$ cat src/rtl/bcd_entry_pkg.sv
// Shared types and constants for the BCD digit-entry block.
package bcd_entry_pkg;

    typedef enum logic [1:0] {
        IDLE    = 2'd0,
        COLLECT = 2'd1,
        FULL    = 2'd2
    } state_t;

    localparam int unsigned BCD_MAX = 9;

    // Bits needed to hold any value below 10**digits.
    function automatic int unsigned bin_width(input int unsigned digits);
        longint unsigned p;
        p = 64'd1;
        for (int unsigned i = 0; i < digits; i++) begin
            p = p * 64'd10;
        end
        return 32'($clog2(p));
    endfunction

endpackage

$ cat src/rtl/bcd_entry_manager_input_debouncer.sv
// Synchronizes and debounces a bouncy push-button level and emits a
// one-cycle pulse when the debounced level rises.
module input_debouncer #(
    parameter int unsigned DEBOUNCE_CYCLES = 4
) (
    input  logic clk,
    input  logic reset,
    input  logic raw,
    output logic accept
);

    localparam int unsigned CNT_W = $clog2(DEBOUNCE_CYCLES + 1);

    logic             sync1;
    logic             sync2;
    logic             level;
    logic [CNT_W-1:0] cnt;

    // Level toggles on the DEBOUNCE_CYCLES-th consecutive differing sample.
    always_ff @(posedge clk or negedge reset) begin
        if (!reset) begin
            sync1  <= 1'b0;
            sync2  <= 1'b0;
            level  <= 1'b0;
            cnt    <= '0;
            accept <= 1'b0;
        end else begin
            sync1  <= raw;
            sync2  <= sync1;
            accept <= 1'b0;
            if (sync2 != level) begin
                if (cnt == CNT_W'(DEBOUNCE_CYCLES - 1)) begin
                    level  <= sync2;
                    cnt    <= '0;
                    accept <= sync2;
                end else begin
                    cnt <= cnt + CNT_W'(1);
                end
            end else begin
                cnt <= '0;
            end
        end
    end

endmodule

$ cat src/rtl/bcd_entry_manager.sv
// Collects a DIGITS-long decimal operand one BCD digit per button press and
// presents it both as packed BCD and as binary.
module bcd_entry_manager
    import bcd_entry_pkg::*;
#(
    parameter  int unsigned DIGITS          = 3,
    parameter  int unsigned DEBOUNCE_CYCLES = 4,
    localparam int unsigned NUM_W           = 4 * DIGITS,
    localparam int unsigned BIN_W           = bin_width(DIGITS),
    localparam int unsigned CNT_W           = $clog2(DIGITS + 1)
) (
    input  logic             clk,
    input  logic             reset,
    input  logic [3:0]       dip_switch,
    input  logic             input_ready,
    input  logic             clear,
    output logic [NUM_W-1:0] number_out,
    output logic [BIN_W-1:0] number_bin,
    output logic [CNT_W-1:0] digit_count,
    output logic             ready,
    output logic             error
);

    logic [3:0] dip_sync1;
    logic [3:0] dip_sync2;
    logic       accept;

    state_t           state;
    state_t           state_nxt;
    logic [NUM_W-1:0] number_nxt;
    logic [BIN_W-1:0] bin_nxt;
    logic [CNT_W-1:0] count_nxt;
    logic             ready_nxt;
    logic             error_nxt;

    input_debouncer #(
        .DEBOUNCE_CYCLES(DEBOUNCE_CYCLES)
    ) u_strobe (
        .clk   (clk),
        .reset (reset),
        .raw   (input_ready),
        .accept(accept)
    );

    always_ff @(posedge clk or negedge reset) begin
        if (!reset) begin
            dip_sync1 <= 4'd0;
            dip_sync2 <= 4'd0;
        end else begin
            dip_sync1 <= dip_switch;
            dip_sync2 <= dip_sync1;
        end
    end

    always_ff @(posedge clk or negedge reset) begin
        if (!reset) begin
            state       <= IDLE;
            number_out  <= '0;
            number_bin  <= '0;
            digit_count <= '0;
            ready       <= 1'b0;
            error       <= 1'b0;
        end else begin
            state       <= state_nxt;
            number_out  <= number_nxt;
            number_bin  <= bin_nxt;
            digit_count <= count_nxt;
            ready       <= ready_nxt;
            error       <= error_nxt;
        end
    end

    // Clear beats accept; an invalid digit only raises error.
    always_comb begin
        state_nxt  = state;
        number_nxt = number_out;
        bin_nxt    = number_bin;
        count_nxt  = digit_count;
        ready_nxt  = ready;
        error_nxt  = 1'b0;

        if (clear) begin
            state_nxt  = IDLE;
            number_nxt = '0;
            bin_nxt    = '0;
            count_nxt  = '0;
            ready_nxt  = 1'b0;
        end else if (accept) begin
            if (dip_sync2 > 4'(BCD_MAX)) begin
                error_nxt = 1'b1;
            end else begin
                case (state)
                    IDLE, COLLECT: begin
                        number_nxt = (number_out << 4) | NUM_W'(dip_sync2);
                        bin_nxt    = (number_bin << 3) + (number_bin << 1) + BIN_W'(dip_sync2);
                        count_nxt  = digit_count + CNT_W'(1);
                        if (digit_count == CNT_W'(DIGITS - 1)) begin
                            state_nxt = FULL;
                            ready_nxt = 1'b1;
                        end else begin
                            state_nxt = COLLECT;
                        end
                    end
                    FULL: begin
                        number_nxt = NUM_W'(dip_sync2);
                        bin_nxt    = BIN_W'(dip_sync2);
                        count_nxt  = CNT_W'(1);
                        state_nxt  = (DIGITS == 1) ? FULL : COLLECT;
                        ready_nxt  = (DIGITS == 1);
                    end
                    default: begin
                        state_nxt = IDLE;
                    end
                endcase
            end
        end
    end

endmodule

$ cat config.mk
export PLATFORM = sky130hd
export DESIGN_NAME = bcd_entry_manager
export DESIGN_NICKNAME = d
export VERILOG_FILES = /design/src/rtl/bcd_entry_pkg.sv /design/src/rtl/bcd_entry_manager_input_debouncer.sv /design/src/rtl/bcd_entry_manager.sv
export SDC_FILE = /design/constraint.sdc
export NUM_CORES = 1
export LEC_CHECK = 0
export ABC_AREA = 1
export BUFFER_PORTS_ARGS = -buffer_cell sky130_fd_sc_hd__buf_2
export CAP_MARGIN = 25
export CORE_ASPECT_RATIO = 1.1
export CORE_MARGIN = 3
export CORE_UTILIZATION = 55
export DETAILED_ROUTE_END_ITERATION = 8
export PLACE_DENSITY = 0.77
export SYNTH_ARGS = -nofsm -noshare
export SYNTH_HDL_FRONTEND = slang
export SYNTH_SLANG_ARGS = --single-unit
$ cat constraint.sdc
create_clock -name clk -period 4.7 [get_ports clk]
set_input_delay 0.94 -clock clk [delete_from_list [all_inputs] [get_ports clk]]
set_output_delay 0.94 -clock clk [all_outputs]
set_load 0.05 [all_outputs]
==> flow_metrics.py <==
metrics = {
    "run_status": {
        "status": "complete, no violations",
    },
    "setup_path": {
        "worstSetupStartpointType": "flop",
        "timing.critical_path.to_type": "flop",
        "critical_path.slowest_cell": "fa_1",
        "cp_cell_sequence": "inv_1, fa_1, inv_1, fa_1, nand2_1, nand3_1, or2_2, nand3_1, nand2_1",
        "path_delay_family": "adder cells",
        "crit_fanout": 5,
        "timing.critical_path.buf_inv": 2,
        "path_class": "reg -> reg",
        "cpPeakStageDelay_ns": 0.53,
        "worst-endpoint-required_ns": 4.94,
        "worst_ep_arrival_time_ns": 2.49,
    },
    "synth": {
        "post_synthesis_cell_type_count": 23,
        "synth_area_mm2": 0.00209,
        "yosys_register_bits": 42,
        "synthesis.nets": 259,
        "ys_seq_area_share_pct": 50.2,
        "yosysWarnings": 0,
        "synth_top_cells_by_area": "dfrtp_1 50%, nand2_1 13%, ha_1 9.6%",
        "synthesis.area_per_instance_um2": 8.98,
        "share_of_the_synthesized_area_in_the_top_cell_type_pct": 50.2,
        "synth_top_area_cell": "dfrtp_1",
        "synthCells": 233,
    },
    "timing": {
        "timing.final.hold_violations": 0,
        "setup-violations-final": 0,
        "rsz0062_at_grt": "no",
        "clock_skew_ns": 0.00867,
        "tightest_slew_ns": 0.903,
        "crit_path_time_final_ns": 2.24,
        "worst_slew_margin_rel_pct": 39.8,
        "final.period_utilization_pct": 47.7,
        "top_achievable_clock_speed_ghz": 0.446,
        "maxSlewViolCount": 0,
        "setup-tns-final_ns": 0,
    },
    "global_route": {
        "grt_overflow": 0,
        "grt_start_max_net_pins": 43,
        "wire_length_of_the_first_global_routing_pass_um": 6540,
        "grt.total_usage_pct": 18.2,
        "first_global_vias": 1529,
        "grt_antenna_before_repair": 0,
    },
    "final_layout": {
        "final-seq-area_mm2": 0.00105,
        "layout-drive-gt1-share_pct": 21.5,
        "layoutNonFillerInstCount": 318,
        "fin_area_mm2": 0.00235,
        "syn2layout_area_growth_pct": 12.4,
        "area_used_by_multi_input_combinational_logic_um2": 881,
        "antenna-diode-count": 0,
        "fin_nets": 295,
        "fillers": 307,
    },
    "cts": {
        "numCtsBuffers": 5,
        "hold_buffers": 0,
        "insertion_delay_ns": 0.34,
        "clock_tree.root_cell": "clkbuf_4",
        "clk_pin_slew_ns": 0.12,
        "cts_tree": "built",
        "post_cts.repair.setup_buffers": 0,
        "cts-resized-gates": 0,
        "cts_num_sinks": 42,
        "number_of_h_tree_levels": 2,
        "max-clock-path-buffers": 2,
    },
    "placed_design": {
        "placed_standard_cell_area_mm2": 0.00229,
        "detailedPlacementHpwl_um": 2740,
        "port_buffers": 33,
        "gpl.final_weighted_congestion": 0.806,
        "post-place-cells": 310,
    },
    "power_and_ir_drop": {
        "p_total_w": 0.000828,
        "power.leakage_nw": 1.36,
        "power.density_cell_area_mw_per_mm2": 352,
        "maximum_vdd_drop_mv": 0.237,
    },
    "run": {
        "drv_cap": 0,
    },
    "routing": {
        "antenna_violating_nets_post_route": 0,
        "route.vias.total": 1569,
        "initialDrtViolationCount": 86,
        "drt-total-wl_um": 3690,
        "drc": 0,
        "detail_route.vias_per_cell": 4.93,
        "routed_wire_length_per_instance_um": 11.6,
        "first_pass_iters": 4,
    },
    "hold_path": {
        "hold_class": "reg -> reg",
    },
    "floorplan": {
        "die_h_um": 70.7,
        "die-width_um": 64.8,
        "initial_utilization_pct": 59.9,
        "fp.coreArea_mm2": 0.00350,
        "floorplan.die_area_mm2": 0.00458,
        "core.rowCount": 22,
        "num_io_pins": 34,
    },
}
## registers in the layout (all words and copies together) (netlist names), 2 cells and up
register and count:
dip_sync1 4, dip_sync2 4, u_strobe.cnt 3, number_out 12
number_bin 9, state 2, digit_count 2
## where the power goes
part	switching [W]	leakage, nW	internal (W)
logic	0.000153	0.770	0.0000726
registers	0.0000227	0.552	0.000391
clock network	0.000114	0.0359	0.0000754
total	0.000289	1.36	0.000539
## cell type report
class                           count  share of cell area [%]
Clock buffer                        7                    2.34
Timing Repair Buffer               33                    7.02
Tap cell                           48                    2.55
Clock inverter                      1                   0.372
Sequential cell                    42                    44.7
Inverter                           35                    5.59
Multi-Input combinational cell    152                    37.4
## worst register-to-register path: cells and delay by family, from the launching register on
family / cells / cell delay, ns
adder cells (fa/ha/maj): 2 / 1.00
AND/OR/NAND/NOR: 5 / 0.55
flip-flops: 1 / 0.43
buffers and inverters: 2 / 0.16
## cell usage after synthesis
master	count
o21ai_2	8
nand2_2	1
xnor2_1	2
or2_2	2
o211ai_1	2
inv_2	3
nand3_2	1
o21ai_0	8
nor2_2	1
ha_1	16
nor2_1	6
dfrtp_1	42
inv_1	32
a21oi_1	4
nand3_1	17
nand4_1	1
o21ai_1	3
buf_4	4
nor2_4	2
fa_1	2
nor3_1	2
nand3b_1	1
nand2_1	73
## kinds of logic after synthesis
logic type	after synthesis	synth area share, %
flip-flops	42	50.2
AO/OA/AOI/OAI	25	7.65
adder cells (fa/ha/maj)	18	11.5
XOR/XNOR	2	0.837
AND/OR/NAND/NOR	107	22.1
buffers and inverters	39	7.71
## layout by cell type (no fill, tap or decap)
cell type	n
clkbuf_4	5
inv_2	3
clkbuf_1	1
nor2_1	6
nand2_1	73
buf_2	33
o21ai_1	3
or2_2	2
nor2_4	2
nand3b_1	1
dfrtp_1	42
inv_1	32
inv_6	1
o21ai_0	8
nor3_1	2
nand3_2	1
fa_1	2
o21ai_2	8
nor2_2	1
o211ai_1	2
xnor2_1	2
a21oi_1	4
nand2_2	1
ha_1	16
nand4_1	1
clkbuf_8	1
nand3_1	17
## per-layer routing
metal	part of all wire (%)	track usage [%]
met1	46	23.2
met2	46	29.5
met3	5.3	4.29
met4	2.4	7.51
met5	0	0
## stage by stage
| step | hold WS, ns | util (%) | worst slack (ns) |
|---|---|---|---|
| 4_1_cts | 0.363 | 67.3 | 2.45 |
| 6_report | 0.361 | 67.3 | 2.46 |
| 3_5_place_dp | 0.336 | 65.5 | 2.47 |
| 3_3_place_gp | 0.332 | 65.5 | 2.54 |
| 5_1_grt | 0.371 | 67.3 | 2.35 |
| 2_1_floorplan | 0.331 | - | 2.19 |
## final timing paths
kind / start / endpoint / slack, ns / depth (start not counted)
setup / recovery: number_out[0] / number_bin[6] / 2.46 / 9
hold / removal: dip_sync1[3] / dip_sync2[3] / 0.36 / 0
setup reg to reg: number_out[0] / number_bin[6] / 2.46 / 9
hold reg to reg: dip_sync1[3] / dip_sync2[3] / 0.36 / 0
max in group asynchronous: reset / number_out[8] / 3.43 / 1
min in group asynchronous: reset / number_bin[9] / 0.72 / 1
(Power assumes the default switching activity.)
